<file path="src/rtl/mips_abb_pkg.sv">
// Shared MIPS pipeline types: register/word widths, stack stop encoding, MEM-stage enums.
package mips_abb_pkg;

  localparam int unsigned REG_ADDR_W = 5;
  localparam int unsigned WORD_W     = 32;
  localparam int unsigned BE_W       = 4;

  typedef logic [REG_ADDR_W-1:0] reg_addr;
  typedef logic [WORD_W-1:0]     reg_word;
  typedef logic [WORD_W-1:0]     instr_addr;
  typedef logic [BE_W-1:0]       byte_en;

  localparam reg_word ZERO   = '0;
  localparam logic    STOP   = 1'b1;
  localparam logic    NOSTOP = 1'b0;

  typedef enum logic [3:0] {
    NONE, LB, LBU, LH, LHU, LW, SB, SH, SW
  } memop_t;

  typedef enum logic [1:0] {
    IDLE, BUSY, DONE
  } mem_state_t;

endpackage

</file>
<file path="src/rtl/mem_align.sv">
// Byte-lane steering for data memory: byte enables, store replication, load extension.
// With MEM_ALIGN_CHECK_EN defined, flags halfword/word accesses that are not naturally aligned.
module mem_align
  import mips_abb_pkg::*;
(
  input  memop_t     op,
  input  logic [1:0] lane,
  input  reg_word    wdata,
  input  reg_word    rdata,
  output byte_en     be,
  output reg_word    wdata_rep,
  output reg_word    ldata,
  output logic       is_load,
  output logic       is_store,
  output logic       misalign
);

  logic [7:0]  byte_sel;
  logic [15:0] half_sel;

  always_comb begin
    byte_sel  = rdata[7:0];
    half_sel  = lane[1] ? rdata[31:16] : rdata[15:0];
    be        = '0;
    wdata_rep = wdata;
    ldata     = rdata;
    is_load   = 1'b0;
    is_store  = 1'b0;
    misalign  = 1'b0;

    unique case (lane)
      2'd0:    byte_sel = rdata[7:0];
      2'd1:    byte_sel = rdata[15:8];
      2'd2:    byte_sel = rdata[23:16];
      default: byte_sel = rdata[31:24];
    endcase

    unique case (op)
      LB, LBU, SB: be = byte_en'(4'b0001 << lane);
      LH, LHU, SH: be = byte_en'(4'b0011 << {lane[1], 1'b0});
      LW, SW:      be = 4'b1111;
      default:     be = '0;
    endcase

    unique case (op)
      SB:      wdata_rep = {4{wdata[7:0]}};
      SH:      wdata_rep = {2{wdata[15:0]}};
      default: wdata_rep = wdata;
    endcase

    unique case (op)
      LB:      ldata = {{24{byte_sel[7]}}, byte_sel};
      LBU:     ldata = {24'd0, byte_sel};
      LH:      ldata = {{16{half_sel[15]}}, half_sel};
      LHU:     ldata = {16'd0, half_sel};
      default: ldata = rdata;
    endcase

    is_load  = (op == LB) || (op == LBU) || (op == LH) || (op == LHU) || (op == LW);
    is_store = (op == SB) || (op == SH) || (op == SW);

`ifdef MEM_ALIGN_CHECK_EN
    misalign = (((op == LH) || (op == LHU) || (op == SH)) && lane[0]) ||
               (((op == LW) || (op == SW)) && (lane != 2'b00));
`else
    misalign = 1'b0;
`endif
  end

endmodule

</file>
<file path="src/rtl/mem_stage.sv">
// MIPS MEM stage: IDLE/BUSY/DONE access FSM, request holding registers, load buffer, flush drop.
// Optional MEM_ALIGN_CHECK_EN raises mem_o_adel/mem_o_ades for misaligned halfword/word accesses.
module mem_stage
  import mips_abb_pkg::*;
(
  input  logic      cpu_clk,
  input  logic      cpu_rst,
  input  logic      mem_i_rfwe,
  input  reg_addr   mem_i_rfwa,
  input  instr_addr mem_i_pc,
  input  reg_word   mem_i_alures,
  input  memop_t    mem_i_memop,
  input  reg_word   mem_i_wdata,
  input  logic      mem_i_flush,
  input  logic      stall_i,
  output logic      mem_o_rfwe,
  output reg_addr   mem_o_rfwa,
  output reg_word   mem_o_res,
  output instr_addr mem_o_pc,
  output logic      stallreq_mem,
  output logic      dm_req,
  output logic      dm_we,
  output byte_en    dm_be,
  output reg_word   dm_addr,
  output reg_word   dm_wdata,
  input  logic      dm_ack,
  input  reg_word   dm_rdata,
  output logic      mem_o_adel,
  output logic      mem_o_ades
);

  mem_state_t state_q, state_d;
  memop_t     op_q;
  reg_word    addr_q, wdata_q, ldbuf_q;
  byte_en     be_q;
  logic       we_q, rfwe_q, drop_q, drop_d;
  reg_addr    rfwa_q;
  instr_addr  pc_q;
  logic       start, capture;

  memop_t     al_op;
  logic [1:0] al_lane;
  byte_en     al_be;
  reg_word    al_wdata, al_ldata;
  logic       al_is_load, al_is_store, al_misalign;

  // In IDLE the incoming instruction is steered; afterwards the held request is.
  assign al_op   = (state_q == IDLE) ? mem_i_memop : op_q;
  assign al_lane = (state_q == IDLE) ? mem_i_alures[1:0] : addr_q[1:0];

  mem_align u_align (
    .op        (al_op),
    .lane      (al_lane),
    .wdata     (mem_i_wdata),
    .rdata     (ldbuf_q),
    .be        (al_be),
    .wdata_rep (al_wdata),
    .ldata     (al_ldata),
    .is_load   (al_is_load),
    .is_store  (al_is_store),
    .misalign  (al_misalign)
  );

  always_ff @(posedge cpu_clk) begin
    if (cpu_rst) begin
      state_q <= IDLE;
      op_q    <= NONE;
      addr_q  <= ZERO;
      wdata_q <= ZERO;
      be_q    <= '0;
      we_q    <= 1'b0;
      rfwe_q  <= 1'b0;
      rfwa_q  <= '0;
      pc_q    <= ZERO;
      ldbuf_q <= ZERO;
      drop_q  <= 1'b0;
    end else begin
      state_q <= state_d;
      drop_q  <= drop_d;
      if (start) begin
        op_q    <= mem_i_memop;
        addr_q  <= mem_i_alures;
        wdata_q <= al_wdata;
        be_q    <= al_be;
        we_q    <= al_is_store;
        rfwe_q  <= mem_i_rfwe;
        rfwa_q  <= mem_i_rfwa;
        pc_q    <= mem_i_pc;
      end
      if (capture) ldbuf_q <= dm_rdata;
    end
  end

  // Next state and all stage outputs; reset forces every output to its idle value.
  always_comb begin
    state_d      = state_q;
    drop_d       = drop_q;
    start        = 1'b0;
    capture      = 1'b0;
    stallreq_mem = 1'b0;
    dm_req       = 1'b0;
    dm_we        = 1'b0;
    dm_be        = '0;
    dm_addr      = ZERO;
    dm_wdata     = ZERO;
    mem_o_rfwe   = 1'b0;
    mem_o_rfwa   = '0;
    mem_o_res    = ZERO;
    mem_o_pc     = ZERO;
    mem_o_adel   = 1'b0;
    mem_o_ades   = 1'b0;

    if (!cpu_rst) begin
      unique case (state_q)
        IDLE: begin
          drop_d = 1'b0;
          if (!mem_i_flush) begin
            mem_o_rfwa = mem_i_rfwa;
            mem_o_res  = mem_i_alures;
            mem_o_pc   = mem_i_pc;
            if (mem_i_memop == NONE) begin
              mem_o_rfwe = mem_i_rfwe;
            end else if (al_misalign) begin
              mem_o_adel = al_is_load;
              mem_o_ades = al_is_store;
            end else begin
              start        = 1'b1;
              stallreq_mem = 1'b1;
              state_d      = BUSY;
            end
          end
        end
        BUSY: begin
          // The bus is never abandoned: a flush only marks the result for dropping.
          dm_req       = 1'b1;
          dm_we        = we_q;
          dm_be        = be_q;
          dm_addr      = {addr_q[31:2], 2'b00};
          dm_wdata     = wdata_q;
          stallreq_mem = 1'b1;
          if (mem_i_flush) drop_d = 1'b1;
          if (dm_ack) begin
            capture = 1'b1;
            state_d = DONE;
          end
        end
        DONE: begin
          if (!(drop_q || mem_i_flush)) begin
            mem_o_rfwe = rfwe_q && al_is_load;
            mem_o_rfwa = rfwa_q;
            mem_o_res  = al_is_load ? al_ldata : addr_q;
            mem_o_pc   = pc_q;
          end
          state_d = ((stall_i == STOP) && !mem_i_flush) ? DONE : IDLE;
        end
        default: state_d = IDLE;
      endcase
    end
  end

endmodule

</file>
<file path="config.mk">
export PLATFORM = sky130hd
export DESIGN_NAME = mem_stage
export DESIGN_NICKNAME = d
export VERILOG_FILES = /design/src/rtl/mips_abb_pkg.sv /design/src/rtl/mem_align.sv /design/src/rtl/mem_stage.sv
export SDC_FILE = /design/constraint.sdc
export NUM_CORES = 1
export LEC_CHECK = 0
export CAP_MARGIN = 30
export CORE_UTILIZATION = 49
export DETAILED_ROUTE_END_ITERATION = 10
export PLACE_DENSITY = 0.87
export SYNTH_ARGS = -nofsm -noshare
export SYNTH_HDL_FRONTEND = slang
export SYNTH_SLANG_ARGS = --single-unit
</file>
<file path="constraint.sdc">
create_clock -name cpu_clk -period 7 [get_ports cpu_clk]
set_input_delay 0.7 -clock cpu_clk [delete_from_list [all_inputs] [get_ports cpu_clk]]
set_output_delay 0.7 -clock cpu_clk [all_outputs]
set_load 0.05 [all_outputs]
</file>
==> key figures <==
Clocking
  • Sink Count: about 150
  • Post-CTS resize count: 0
  • Clock transition at path regs: 0.06 ns
  • H-tree lvl count: 4
  • Clk buf depth: 2
  • CTS buffer count: 17
  • Post-CTS Setup Bufs: 0
  • CTS root buf: clkbuf_16
  • Clock latency at the later pin of the worst-skew pair: roughly 0.42 ns
  • CTS Hold Bufs: 0
  • TritonCTS clock tree: done

Pwr
  • Final Total Pwr: 2.44 mW
  • Power Dens Cells: 214 nW/um^2
  • VDD IR-drop max: between 0.15 and 0.2 mV
  • LEAKAGE: approximately 3.9 nW

Global routing
  • First-pass GRT wire length: approximately 41000 um
  • Vias in the first global route: roughly 7900
  • Total gr overflow: 0
  • Initial antenna violation count: 0
  • Largest net degree at the start of global routing: between 80 and 90
  • GR Util All Layers: 31.3%

STA
  • Final setup vio count: 0
  • Worst-Margin Slew: about 1.1 ns
  • Final hold vios: 0
  • Final Hold Slack: 0.447 ns
  • Min Tclk post-route: approximately 5.2 ns
  • TNS Setup: 0 ns
  • Max-Slew Margin vs Limit: 28.7%
  • Slew Limit Fails: 0
  • FMAX: 0.191 GHz
  • Final Skew: 0.00986 ns
  • Period utilization: about three quarters
  • RSZ-0062 raised after global routing: false
  • Post-route worst setup slack: 1.77 ns

Synth
  • Synth cell count leaders: nand2_1 (254), dfxtp_1 (146), a21oi_1 (127), and2_1 (69), nor2_1 (68)
  • Distinct cell type count after synthesis: 65
  • Number of synthesized flops with an enable pin: 0
  • Cells after synthesis: approximately 1100
  • Main area contributors after synthesis: dfxtp_1 (36%), nand2_1 (12%), a21oi_1 (7.9%), and2_1 (5.4%), a22oi_1 (4.2%)
  • Yosys top cell by area: dfxtp_1
  • Post-Syn Area: about 8000 um^2
  • Register area share after synthesis: 36.5%
  • Async set or reset register ratio after synthesis: 0%
  • Most common cell in the synthesized netlist: nand2_1
  • Syn_area_per_cell: 7.48 um^2
  • Dominant synthesized flop cell: dfxtp_1
  • YS warnings: 0
  • Top-area cell type share of the netlist area: 36.5%
  • Flops & latches, synth: 146

Finish
  • Nets: 1431
  • Fin util: 71.4%
  • Share of cells above drive strength 1: 5.61%
  • Area Overhead vs Synth: 42.1%
  • Inserted Diodes: 0
  • Non-filler cells, final: 1517
  • Post-route cell area: 11400 um^2

Detailed routing
  • DRT Pass-1 Iters: 7
  • Routed wire per std cell: 17.9 um
  • Initial drt markers: just over 1000
  • Vias post-DR: 8917
  • Residual DRC: 0
  • Number of nets still failing antenna checks after routing: 0
  • Vias/cell: 5.88
  • Total Wirelength: around 27000 um

Die
  • Num rows: 46
  • Die span in y: around 130 um
  • Die area: 16900 um^2
  • Core area: between 15000 and 20000 um^2
  • Die W: 130 um
  • Num ports: approximately 290
  • Initial Util: 50.2%

Worst setup path
  • Crit-path slowest cell: clkdlybuf4s50_1
  • Worst r2r src: state_q[0]$_SDFFE_PP0P_
  • CP top delay family: buffers and inverters
  • Setup crit start: mem_i_alures[1]
  • Worst-path maximum fanout: 16
  • Crit Path Category: input port to output port
  • WP data arrival: 4.53 ns
  • CP required: 6.30 ns
  • Critical path cell sequence: clkdlybuf4s50_1 -> nor3b_1 -> nor2_1 -> buf_4 -> a21boi_0 -> mux2i_1 -> nand4_1 -> a21oi_1 -> clkdlybuf4s50_1
  • Type of origin of the critical path: input port
  • CP Buf/Inv Count: 3
  • Critical path's largest stage delay: ~0.85 ns
  • Element type at the critical path end: output port
  • Cell repeated most along the worst path: clkdlybuf4s50_1

Place
  • Place WS: 1.99 ns
  • Placed cell count: ~1500
  • GP Congestion: approximately 0.93
  • PortBufs: 281
  • Placed Area: 10800 um^2
  • DP Wirelength: 18900 um

Hold path
  • Hold Path Class: flop to flop
  • Hold Crit Start: wdata_q[27]$_SDFFE_PP0P_

Job
  • Max-cap violation count: 0

Run status
  • Status: complete, no violations
-- worst min-delay path: stages, from the launching register on --
cell	delay (ns)
dfxtp_1	0.30
nand2_1	0.05
a21oi_1	0.05
-- cells by family (layout without fill, tap and decap cells) --
kind of cell | Yosys count | count (layout) | synth area share (%)
AO/OA/AOI/OAI | 329 | 329 | 26.6
flip-flops | 146 | 146 | 36.5
other | 1 | 4 | 0.0468
XOR/XNOR | 2 | 2 | 0.219
multiplexers | 25 | 25 | 4.19
AND/OR/NAND/NOR | 468 | 468 | 26.8
buffers and inverters | 100 | 327 | 5.62
-- where the power goes --
| group | leakage [nW] | internal [mW] | switching [mW] |
|---|---|---|---|
| Clock | 0.286 | 0.573 | 0.345 |
| Combinational | 2.45 | 0.231 | 0.356 |
| Sequential | 1.20 | 0.888 | 0.0448 |
-- flip-flops by register name, indices dropped and copies added, names as in the netlist --
| signal | flops |
|---|---|
| wdata_q | 32 |
| addr_q | 32 |
| pc_q | 32 |
| state_q | 2 |
| be_q | 4 |
| rfwe_q | 1 |
| drop_q | 1 |
| op_q | 4 |
| ldbuf_q | 32 |
| rfwa_q | 5 |
| we_q | 1 |
-- worst paths after layout --
kind / cells after the start / end / slack, ns
max: 9 / mem_o_res[20] / 1.77
max reg2reg: 6 / be_q[1]$_SDFFE_PP0P_ / 3.93
min reg2reg: 2 / wdata_q[27]$_SDFFE_PP0P_ / 0.45
min: 2 / wdata_q[27]$_SDFFE_PP0P_ / 0.45
-- per-layer routing --
layer	track usage, %	vias to the layer above	part of all wire [%]
li1	-	4197	-
met1	41.4	4159	41
met2	47.7	490	46
met3	8.69	71	9.9
met4	14.0	0	3.4
met5	0	-	0
-- cell usage in the layout, fill, tap and decap left out, types with 7 or more instances in the layout --
cell type          n
mux2i_1           16
dfxtp_1          146
and2_1            68
a222oi_1          16
o21ai_0           46
nand2_1          253
o21ai_1            7
o22ai_1            9
o211ai_1          18
nand3_1           13
nor2_1            66
a21oi_1          127
buf_4             10
a22oi_1           45
a211oi_1          13
nand2b_1          32
a221oi_1          12
o221ai_1           9
clkbuf_16         17
o22a_1             7
clkdlybuf4s50_1  280
-- area by class of cell --
| class | instances | area (um^2) |
|---|---|---|
| Clock buffer | 25 | 505 |
| Clock inverter | 7 | 96.3 |
| Fill cell | 1244 | 4560 |
| Inverter | 4 | 15.0 |
| Multi-Input combinational cell | 828 | 4680 |
| Sequential cell | 146 | 2920 |
| Tap cell | 216 | 270 |
| Timing Repair Buffer | 291 | 2900 |
Note: power is estimated with default switching activity, not from simulation.
